==> src/rtl/drm_bridge_pkg.sv <==
// ----------------------------------------------------------------------------
// drm_bridge_pkg
//   Shared definitions for the DRM user-IP stream bridge.
//   - Downstream word layout (controller -> activator): [0] dat, [1] we,
//     [3:2] adr, [4] cyc, [5] cs, [31:6] reserved (must be zero).
//   - Upstream word layout (activator -> controller): {28'd0, ack, intr, sta, dat}.
//   - Upstream output-register state enum and a packing helper.
// ----------------------------------------------------------------------------
package drm_bridge_pkg;

    // Bit positions inside the downstream word.
    localparam int DAT_B   = 0;
    localparam int WE_B    = 1;
    localparam int ADR_LSB = 2;
    localparam int CYC_B   = 4;
    localparam int CS_B    = 5;

    // Any bit set under this mask marks a malformed downstream word.
    localparam logic [31:0] RSVD_MASK = 32'hFFFF_FFC0;

    // Activator-facing bus fields, ordered to match bits [5:0] of the word.
    typedef struct packed {
        logic       cs;
        logic       cyc;
        logic [1:0] adr;
        logic       we;
        logic       dat;
    } drm_act_bus_t;

    typedef struct packed {
        logic [25:0]  rsvd;
        drm_act_bus_t bus;
    } drm_down_word_t;

    typedef struct packed {
        logic [27:0] rsvd;
        logic        ack;
        logic        intr;
        logic        sta;
        logic        dat;
    } drm_up_word_t;

    // Upstream output register: empty, or holding a word offered to the controller.
    typedef enum logic {
        UP_IDLE = 1'b0,
        UP_SEND = 1'b1
    } up_state_t;

    function automatic drm_up_word_t pack_up(input logic ack, input logic intr,
                                             input logic sta, input logic dat);
        drm_up_word_t w;
        w      = '0;
        w.ack  = ack;
        w.intr = intr;
        w.sta  = sta;
        w.dat  = dat;
        return w;
    endfunction

endpackage

==> src/rtl/drm_bridge_watchdog.sv <==
// ----------------------------------------------------------------------------
// drm_bridge_watchdog
//   Link watchdog for the controller stream. The counter clears on every valid
//   cycle, otherwise counts up and saturates at TIMEOUT_CYCLES; timeout_o is
//   high while the counter sits at that limit. A valid in the expiry cycle
//   wins, so the timeout never asserts on that edge.
// Ports
//   clk        in   clock, rising edge
//   rst_n      in   asynchronous active-low reset
//   valid_i    in   controller word valid this cycle
//   timeout_o  out  watchdog expired
// ----------------------------------------------------------------------------
module drm_bridge_watchdog #(
    parameter int unsigned TIMEOUT_CYCLES = 4096
) (
    input  logic clk,
    input  logic rst_n,
    input  logic valid_i,
    output logic timeout_o
);

    localparam int unsigned CW = $clog2(TIMEOUT_CYCLES + 1);
    localparam logic [CW-1:0] LIMIT = CW'(TIMEOUT_CYCLES);

    logic [CW-1:0] cnt_q;
    logic [CW-1:0] cnt_d;

    always_comb begin
        cnt_d = cnt_q;
        if (valid_i) begin
            cnt_d = '0;
        end else if (cnt_q != LIMIT) begin
            cnt_d = cnt_q + CW'(1);
        end
    end

    always_ff @(posedge clk or negedge rst_n) begin
        if (!rst_n) begin
            cnt_q <= '0;
        end else begin
            cnt_q <= cnt_d;
        end
    end

    assign timeout_o = (cnt_q == LIMIT);

endmodule

==> src/rtl/drm_uip_stream_bridge.sv <==
// ----------------------------------------------------------------------------
// drm_uip_stream_bridge
//   User-IP endpoint of the DRM controller stream link.
//   Downstream: each accepted 32-bit word is decoded into the activator bus
//   (cyc/we/adr/dat/cs) one cycle later; the decode holds between words.
//   A word with any reserved bit set raises the sticky proto_err.
//   Upstream: the activator return signals form a pending word that is sent
//   whenever it differs from the last word sent, or when the refresh counter
//   expires. The output register obeys AXI4-Stream hold rules; under
//   backpressure intermediate values may be dropped, the latest wins.
//   Watchdog: when the controller stream stops for TIMEOUT_CYCLES, act_cyc and
//   act_cs are forced low until the next valid word.
// Configuration
//   DRM_BRIDGE_INPUT_SYNC_EN : when defined, activator inputs pass a 2-flop
//   synchronizer before forming the pending word (input->m_drm_tvalid 3
//   cycles); otherwise they are used directly (1 cycle).
// Ports
//   drm_aclk, drm_arstn                   clock / async active-low reset
//   s_drm_tvalid/tready/tdata             controller -> bridge stream
//   m_drm_tvalid/tready/tdata             bridge -> controller stream
//   act_cyc/act_we/act_adr/act_dat/act_cs decoded activator bus
//   act_dat_o/act_sta/act_intr/act_ack    activator return signals
//   link_timeout                          watchdog expired
//   proto_err                             sticky reserved-bit violation
// ----------------------------------------------------------------------------
module drm_uip_stream_bridge
    import drm_bridge_pkg::*;
#(
    parameter int unsigned REFRESH_CYCLES = 1024,
    parameter int unsigned TIMEOUT_CYCLES = 4096
) (
    input  logic        drm_aclk,
    input  logic        drm_arstn,
    input  logic        s_drm_tvalid,
    output logic        s_drm_tready,
    input  logic [31:0] s_drm_tdata,
    output logic        m_drm_tvalid,
    input  logic        m_drm_tready,
    output logic [31:0] m_drm_tdata,
    output logic        act_cyc,
    output logic        act_we,
    output logic [1:0]  act_adr,
    output logic        act_dat,
    output logic        act_cs,
    input  logic        act_dat_o,
    input  logic        act_sta,
    input  logic        act_intr,
    input  logic        act_ack,
    output logic        link_timeout,
    output logic        proto_err
);

    localparam int unsigned RW = $clog2(REFRESH_CYCLES);
    localparam logic [RW-1:0] REFRESH_LAST = RW'(REFRESH_CYCLES - 1);

    // ------------------------------------------------------------------
    // Downstream decode
    // ------------------------------------------------------------------
    logic         tready_q;
    logic         accept;
    logic         rsvd_hit;
    drm_act_bus_t dec_d;
    drm_act_bus_t bus_q;
    logic         proto_q;

    assign accept   = s_drm_tvalid && tready_q;
    assign rsvd_hit = (s_drm_tdata & RSVD_MASK) != '0;

    // NOTE: every variable written in an always_comb gets a default first,
    // so no path leaves it unassigned and no latch is inferred.
    always_comb begin
        dec_d     = '0;
        dec_d.dat = s_drm_tdata[DAT_B];
        dec_d.we  = s_drm_tdata[WE_B];
        dec_d.adr = s_drm_tdata[ADR_LSB +: 2];
        dec_d.cyc = s_drm_tdata[CYC_B];
        dec_d.cs  = s_drm_tdata[CS_B];
    end

    // NOTE: sequential state uses non-blocking assignments so every flop
    // samples the pre-edge value regardless of statement order.
    always_ff @(posedge drm_aclk or negedge drm_arstn) begin
        if (!drm_arstn) begin
            tready_q <= 1'b0;
            bus_q    <= '0;
            proto_q  <= 1'b0;
        end else begin
            tready_q <= 1'b1;
            if (accept) begin
                bus_q <= dec_d;
                // Fields are still decoded from a malformed word.
                if (rsvd_hit) begin
                    proto_q <= 1'b1;
                end
            end
        end
    end

    assign s_drm_tready = tready_q;
    assign proto_err    = proto_q;

    // ------------------------------------------------------------------
    // Link watchdog
    // ------------------------------------------------------------------
    logic timeout;

    drm_bridge_watchdog #(
        .TIMEOUT_CYCLES(TIMEOUT_CYCLES)
    ) u_watchdog (
        .clk      (drm_aclk),
        .rst_n    (drm_arstn),
        .valid_i  (s_drm_tvalid),
        .timeout_o(timeout)
    );

    assign link_timeout = timeout;

    // Only the bus-cycle qualifiers are forced idle; the decode register
    // keeps its contents so the bus resumes cleanly on the next word.
    assign act_cyc = bus_q.cyc & ~timeout;
    assign act_cs  = bus_q.cs  & ~timeout;
    assign act_we  = bus_q.we;
    assign act_adr = bus_q.adr;
    assign act_dat = bus_q.dat;

    // ------------------------------------------------------------------
    // Upstream pending word
    // ------------------------------------------------------------------
    drm_up_word_t pend_w;

`ifdef DRM_BRIDGE_INPUT_SYNC_EN
    logic [3:0] sync1_q;
    logic [3:0] sync2_q;

    always_ff @(posedge drm_aclk or negedge drm_arstn) begin
        if (!drm_arstn) begin
            sync1_q <= '0;
            sync2_q <= '0;
        end else begin
            sync1_q <= {act_ack, act_intr, act_sta, act_dat_o};
            sync2_q <= sync1_q;
        end
    end

    assign pend_w = pack_up(sync2_q[3], sync2_q[2], sync2_q[1], sync2_q[0]);
`else
    assign pend_w = pack_up(act_ack, act_intr, act_sta, act_dat_o);
`endif

    // ------------------------------------------------------------------
    // Upstream output register
    // ------------------------------------------------------------------
    up_state_t    state_q;
    up_state_t    state_d;
    drm_up_word_t data_q;
    drm_up_word_t data_d;
    drm_up_word_t last_q;
    drm_up_word_t last_d;
    logic [RW-1:0] refresh_q;
    logic [RW-1:0] refresh_d;
    logic          send;
    logic          load;

    always_comb begin
        state_d   = state_q;
        data_d    = data_q;
        last_d    = last_q;
        refresh_d = (refresh_q == REFRESH_LAST) ? refresh_q : refresh_q + RW'(1);

        send = (pend_w != last_q) || (refresh_q == REFRESH_LAST);
        // A new word may replace the current one only once it is accepted
        // (or the register is empty); this keeps tdata stable under stall.
        load = send && ((state_q == UP_IDLE) || m_drm_tready);

        if (load) begin
            state_d   = UP_SEND;
            data_d    = pend_w;
            last_d    = pend_w;
            refresh_d = '0;
        end else if ((state_q == UP_SEND) && m_drm_tready) begin
            state_d = UP_IDLE;
        end
    end

    always_ff @(posedge drm_aclk or negedge drm_arstn) begin
        if (!drm_arstn) begin
            state_q   <= UP_IDLE;
            data_q    <= '0;
            last_q    <= '0;
            refresh_q <= '0;
        end else begin
            state_q   <= state_d;
            data_q    <= data_d;
            last_q    <= last_d;
            refresh_q <= refresh_d;
        end
    end

    assign m_drm_tvalid = (state_q == UP_SEND);
    assign m_drm_tdata  = data_q;

endmodule
==> config.mk <==
export PLATFORM = sky130hd
export DESIGN_NAME = drm_uip_stream_bridge
export DESIGN_NICKNAME = d
export VERILOG_FILES = /design/src/rtl/drm_bridge_pkg.sv /design/src/rtl/drm_bridge_watchdog.sv /design/src/rtl/drm_uip_stream_bridge.sv
export SDC_FILE = /design/constraint.sdc
export NUM_CORES = 1
export LEC_CHECK = 0
export ABC_AREA = 1
export CAP_MARGIN = 20
export CORE_MARGIN = 5
export CORE_UTILIZATION = 48
export CTS_CLUSTER_SIZE = 25
export DETAILED_ROUTE_END_ITERATION = 12
export PLACE_DENSITY = 0.89
export SETUP_SLACK_MARGIN = 0.05
export SYNTH_ARGS = -nofsm -noshare
export SYNTH_HDL_FRONTEND = slang
export SYNTH_SLANG_ARGS = --single-unit
export TNS_END_PERCENT = 20
==> constraint.sdc <==
create_clock -name drm_aclk -period 2 [get_ports drm_aclk]
set_input_delay 0.2 -clock drm_aclk [delete_from_list [all_inputs] [get_ports drm_aclk]]
set_output_delay 0.2 -clock drm_aclk [all_outputs]
set_load 0.005 [all_outputs]
# Word level (Yosys, flattened, before mapping)
# Index checks and enable logic that the tools add are counted.
dict set report totals {
  mem_bits_rw 0
  latchBits 0
  mem_count 0
  romBits 0
  regBits 36
}
dict set report classes {
  n_shift 0
  order_cmp 0
  bitwise_logic 4
  n_reduce_logical 9
  n_div 0
  eq_ne 5
  mul 0
  mux 6
  addsub 2
}
# operator n
set ops {}
lappend ops {{32-bit nonzero test} 1}
lappend ops {{13-bit 2-to-1 mux} 2}
lappend ops {{10-bit 2-to-1 mux} 2}
lappend ops {{13-bit by 1-bit adder with 13-bit output, second input constant} 1}
lappend ops {{13-bit == test, second input constant} 1}
lappend ops {{13-bit != test, second input constant} 1}
lappend ops {{10-bit by 1-bit adder with 10-bit output, second input constant} 1}
lappend ops {{10-bit == test, second input constant} 1}
lappend ops {{4-bit != test} 1}
lappend ops {{2-bit nonzero test} 2}
lappend ops {{1-bit logical AND} 3}
lappend ops {{1-bit bitwise AND} 2}
lappend ops {{1-bit logical OR} 2}
lappend ops {{1-bit 2-to-1 mux} 2}
lappend ops {{2-bit != test, second input constant} 1}
lappend ops {{1-bit NOT} 2}
lappend ops {{2-bit AND reduction} 1}

# Depth between registers and ports, before layout
dict set report logic_depth {
  ltp_word 4
  depth_mapped 9
  ltp_nobuf 8
}

# Hierarchy
# Synthesis repeated with hierarchy kept, for this count alone.
dict set report hier_totals {
  cells_unflattened 329
  area_unflattened_um2 2343.5
}
# mod area_per_inst_um2 seq_area_each_um2 cells_each n_inst
set modules_own_cells {}
lappend modules_own_cells {drm_uip_stream_bridge 1551.5 575.6 217 1}
lappend modules_own_cells {drm_bridge_watchdog 792.0 325.3 112 1}

# Worst setup path after synthesis
# Ideal clock, no wire load.
dict set report synth_timing {
  path_type {register to register}
  from {reg refresh_q[0]}
  to {reg refresh_q[6]}
  path_slack_ps 608
  stages_incl_launch_ff 10
  setup_ps 119
  required_time_ps 1881
  synth_period_minus_slack_ps 1392
  t_arrival_ps 1273
  path_cell_list {dfrtp_1 -> ha_1 -> inv_1 -> nor2_4 -> nand3b_4 -> nand3_4 -> nand2_4 -> buf_6 -> nand2_1 -> nand2_1}
}
dict set report synth_via {
  elab_chain_cells 4
}
# element line
set synth_lines {}
lappend synth_lines {{from (decl)} drm_uip_stream_bridge.sv:159} ;# logic [RW-1:0] refresh_q;
lappend synth_lines {{from (signal assigned)} drm_uip_stream_bridge.sv:195} ;# refresh_q <= refresh_d;
lappend synth_lines {{branches (longest 4 deep; another with 10-bit by 1-bit adder with 10-bit output)} -}
# Parallel ways; which one is timed is not known. The select of a mux whose other input is x is not followed.
# A chain may end at the register's enable or synchronous reset.

# Worst setup path after layout
dict set report layout_timing {
  from {reg u_watchdog.cnt_q[0]}
  to {out act_cyc}
}
dict set report layout_via {
  elab_chain_cells 3
}
# element line
set layout_lines {}
lappend layout_lines {{from (decl)} drm_bridge_watchdog.sv:25} ;# logic [CW-1:0] cnt_q;
lappend layout_lines {{from (signal assigned)} drm_bridge_watchdog.sv:41} ;# cnt_q <= cnt_d;
lappend layout_lines {{13-bit == test} drm_bridge_watchdog.sv:45} ;# assign timeout_o = (cnt_q == LIMIT);
lappend layout_lines {{1-bit NOT} drm_uip_stream_bridge.sv:120} ;# assign act_cyc = bus_q.cyc & ~timeout;
lappend layout_lines {{1-bit bitwise AND} drm_uip_stream_bridge.sv:120}
lappend layout_lines {{to (decl)} drm_uip_stream_bridge.sv:40} ;# output logic act_cyc,
# No other way between the ends.

==> results.sh <==
export IMPL_hp_class="in -> async"
export IMPL_die_y_um=78.0
export IMPL_synth_edf_count=0
export IMPL_cp_start_kind="register"
export IMPL_place_area_sq_mm=0.00269
export IMPL_ys_async_sr_fraction_pct=100
export IMPL_min_period_over_period_pct=91.7
export IMPL_setup_viol=0
export IMPL_wl_per_cell_um=11.7
export IMPL_holdBufCountCts=0
export IMPL_start_util_pct=50.3
export IMPL_place_gp_congestion=0.814
export IMPL_grt_pass1_wl_mm=8.22
export IMPL_yosysWarnings=0
export IMPL_cts_tree="yes"
export IMPL_syn_area_sq_mm=0.00222
export IMPL_worstPathMaxFanout=4
export IMPL_layout_common_cells="nand2_1, clkdlybuf4s50_1, inv_1"
export IMPL_rsz0062_at_grt="no"
export IMPL_via_per_inst=4.67
export IMPL_dr_pass1_iters=4
export IMPL_cts_inserted_buffers=5
export IMPL_yosysTopAreaCell="dfrtp_1"
export IMPL_final_layout_size_suffix_gt1_share_pct=6.44
export IMPL_clockRootBuffer="clkbuf_8"
export IMPL_clock_power_share_pct=30.7
export IMPL_leakage_nw=1.41
export IMPL_r2r_slack_ns=0.39
export IMPL_core_rowCount=24
export IMPL_ys_ff_latch=36
export IMPL_worstSetupEndpointType="output pin"
export IMPL_die_area_sq_mm=0.00609
export IMPL_pwr_share_seq_pct=46.7
export IMPL_final_common_cell="nand2_1"
export IMPL_cts_max_level=2
export IMPL_gr_total_overflow=0
export IMPL_n_antenna_cell=0
export IMPL_path_clk_slew_ns=0.07
export IMPL_dp_hpwl_mm=3.67
export IMPL_hold_viol=0
export IMPL_die_w_um=78.0
export IMPL_achievable_frequency_ghz=0.545
export IMPL_stdcell_area_sq_mm=0.00279
export IMPL_cp_cell_sequence="inv_2 > ha_1 > nand4_1 > nor3_4 > nor2_1 > dlygate4sd2_1"
export IMPL_clk_latency_ns=0.29
export IMPL_cpPeakStageDelay_ns=0.43
export IMPL_powerDensity_mw_per_mm2=646
export IMPL_cp_arrival_ns=1.63
export IMPL_coreArea_sq_mm=0.00441
export IMPL_status="complete, no violations"
export IMPL_slowest_stage="dfrtp_1"
export IMPL_ioPinCount=82
export IMPL_fillers=383
export IMPL_nets=399
export IMPL_ys_top_cells_by_area="dfrtp_1, nand2_1, buf_4, inv_1, nor2_1"
export IMPL_cp_required_ns=1.80
export IMPL_fin_tns_setup_ns=0
export IMPL_syn_area_per_cell_sq_um=7.41
export IMPL_synth_cell_type_count=30
export IMPL_grt_max_degree=37
export IMPL_port_buffers=53
export IMPL_slew_violations=0
export IMPL_power_switching_mw=0.525
export IMPL_intPower_mw=1.28
export IMPL_grt_pass1_vias=1912
export IMPL_track_usage_pct=16.4
export IMPL_drcViolationCount=0
export IMPL_postRouteAntennaNets=0
export IMPL_routed_via_count=1911
export IMPL_drv_cap=0
export IMPL_clock_sinks=36
export IMPL_wirelength_mm=4.79
export IMPL_skew_ns=0.00933
export IMPL_synth_seq_area_share_pct=40.5
export IMPL_syn_instance_count=300
export IMPL_p_sw_share_pct=29.1
export IMPL_period_minus_slack_ns=1.83
export IMPL_syn_to_final_growth_pct=25.6
export IMPL_drtIter0Drc=81
export IMPL_p_comb_share_pct=22.6
export IMPL_synth_top_area_share_pct=40.5
export IMPL_ff2ff_path_depth=8
export IMPL_post_cts_buffers=0
export IMPL_cts_max_path_buffers=2
export IMPL_critPathKind="reg -> out"
export IMPL_ys_flop_type="dfrtp_1"
export IMPL_antenna_found_initial=0
export IMPL_max_vdd_ir_drop_mv=0.533
## final timing paths
path | from | end
max | u_watchdog.cnt_q[0]$_DFFE_PN0P_ | act_cyc
min | drm_arstn | u_watchdog.cnt_q[9]$_DFFE_PN0P_
max reg2reg | refresh_q[0]$_DFFE_PN0P_ | refresh_q[6]$_DFFE_PN0P_
min reg2reg | proto_err$_DFFE_PN0P_ | proto_err$_DFFE_PN0P_
max in group asynchronous | drm_arstn | u_watchdog.cnt_q[7]$_DFFE_PN0P_
min in group drm_aclk | s_drm_tdata[3] | act_adr[1]$_DFFE_PN0P_
## Yosys cell counts, types with 2 or more instances
library cell  number
nor2_1            33
nor3_1             9
nand2_2            2
nor2_4             2
inv_1             38
xor2_1             5
conb_1             2
nor2_2             2
nand4_1            7
o21ai_0            7
dfrtp_1           36
ha_1               3
a21oi_1            7
nand3_1           15
nand2_1           88
buf_4             30
## state kept, by name, indices dropped and copies added (netlist names)
name,count
bus_q,2
act_we,1
proto_err,1
act_adr,2
u_watchdog.cnt_q,13
m_drm_tvalid,1
last_q,4
s_drm_tready,1
act_dat,1
refresh_q,10
## routing by layer
metal | GRT usage, % | wire [um]
met5 | 0 | 0
met4 | 4.56 | 37
met3 | 4.58 | 257
met2 | 31.0 | 2600
met1 | 17.6 | 1900
## power groups by stage
stage / clock [mW] / sequential [mW] / combinational [mW]
2_1_floorplan: 0 / 0.852 / 0.248
3_3_place_gp: 0 / 0.852 / 0.398
3_5_place_dp: 0 / 0.856 / 0.413
4_1_cts: 0.558 / 0.842 / 0.411
5_1_grt: 0.594 / 0.855 / 0.465
6_report: 0.553 / 0.843 / 0.407
## metrics by stage
stage	util [%]	instances	hold WS [ns]	total power [mW]	setup slack (ns)
finish	63.2	409	0.317	1.80	0.166
global placement	60.9	401	0.446	1.25	0.174
global route	63.2	409	0.373	1.91	0.0593
detailed placement	60.9	401	0.448	1.27	0.0939
CTS	63.1	409	0.328	1.81	0.153
floorplan	-	327	-0.0956	1.10	0.608
## logic make-up after synthesis
kind of cell	count (synthesis)	share of synthesized area, %
AO/OA/AOI/OAI	17	4.05
XOR/XNOR	6	2.36
adder cells (fa/ha/maj)	3	1.69
buffers and inverters	71	17.4
flip-flops	36	40.5
other	2	0.338
AND/OR/NAND/NOR	165	33.6
## timing repair
| item | in CTS | in global routing |
|---|---|---|
| gates resized for setup | 5 | 1 |
| pin swaps | 1 | 0 |
| endpoints found under the setup margin | 3 | 2 |
## critical path, delay by kind of cell (launching register included)
kind	cells	cell delay (ns)
and+or+nand+nor	3	0.41
DFF	1	0.43
buffers and inverters	2	0.35
adders and majority gates	1	0.16
## cell type report
type / count / area, sq um / share of cell area [%]
Clock buffer: 6 / 82.6 / 2.96
Timing Repair Buffer: 54 / 534 / 19.1
Inverter: 39 / 146 / 5.24
Multi-Input combinational cell: 220 / 1050 / 37.5
Tap cell: 52 / 65.1 / 2.33
Clock inverter: 2 / 15.0 / 0.538
Sequential cell: 36 / 901 / 32.3
Power figures use the tool's default switching activity.
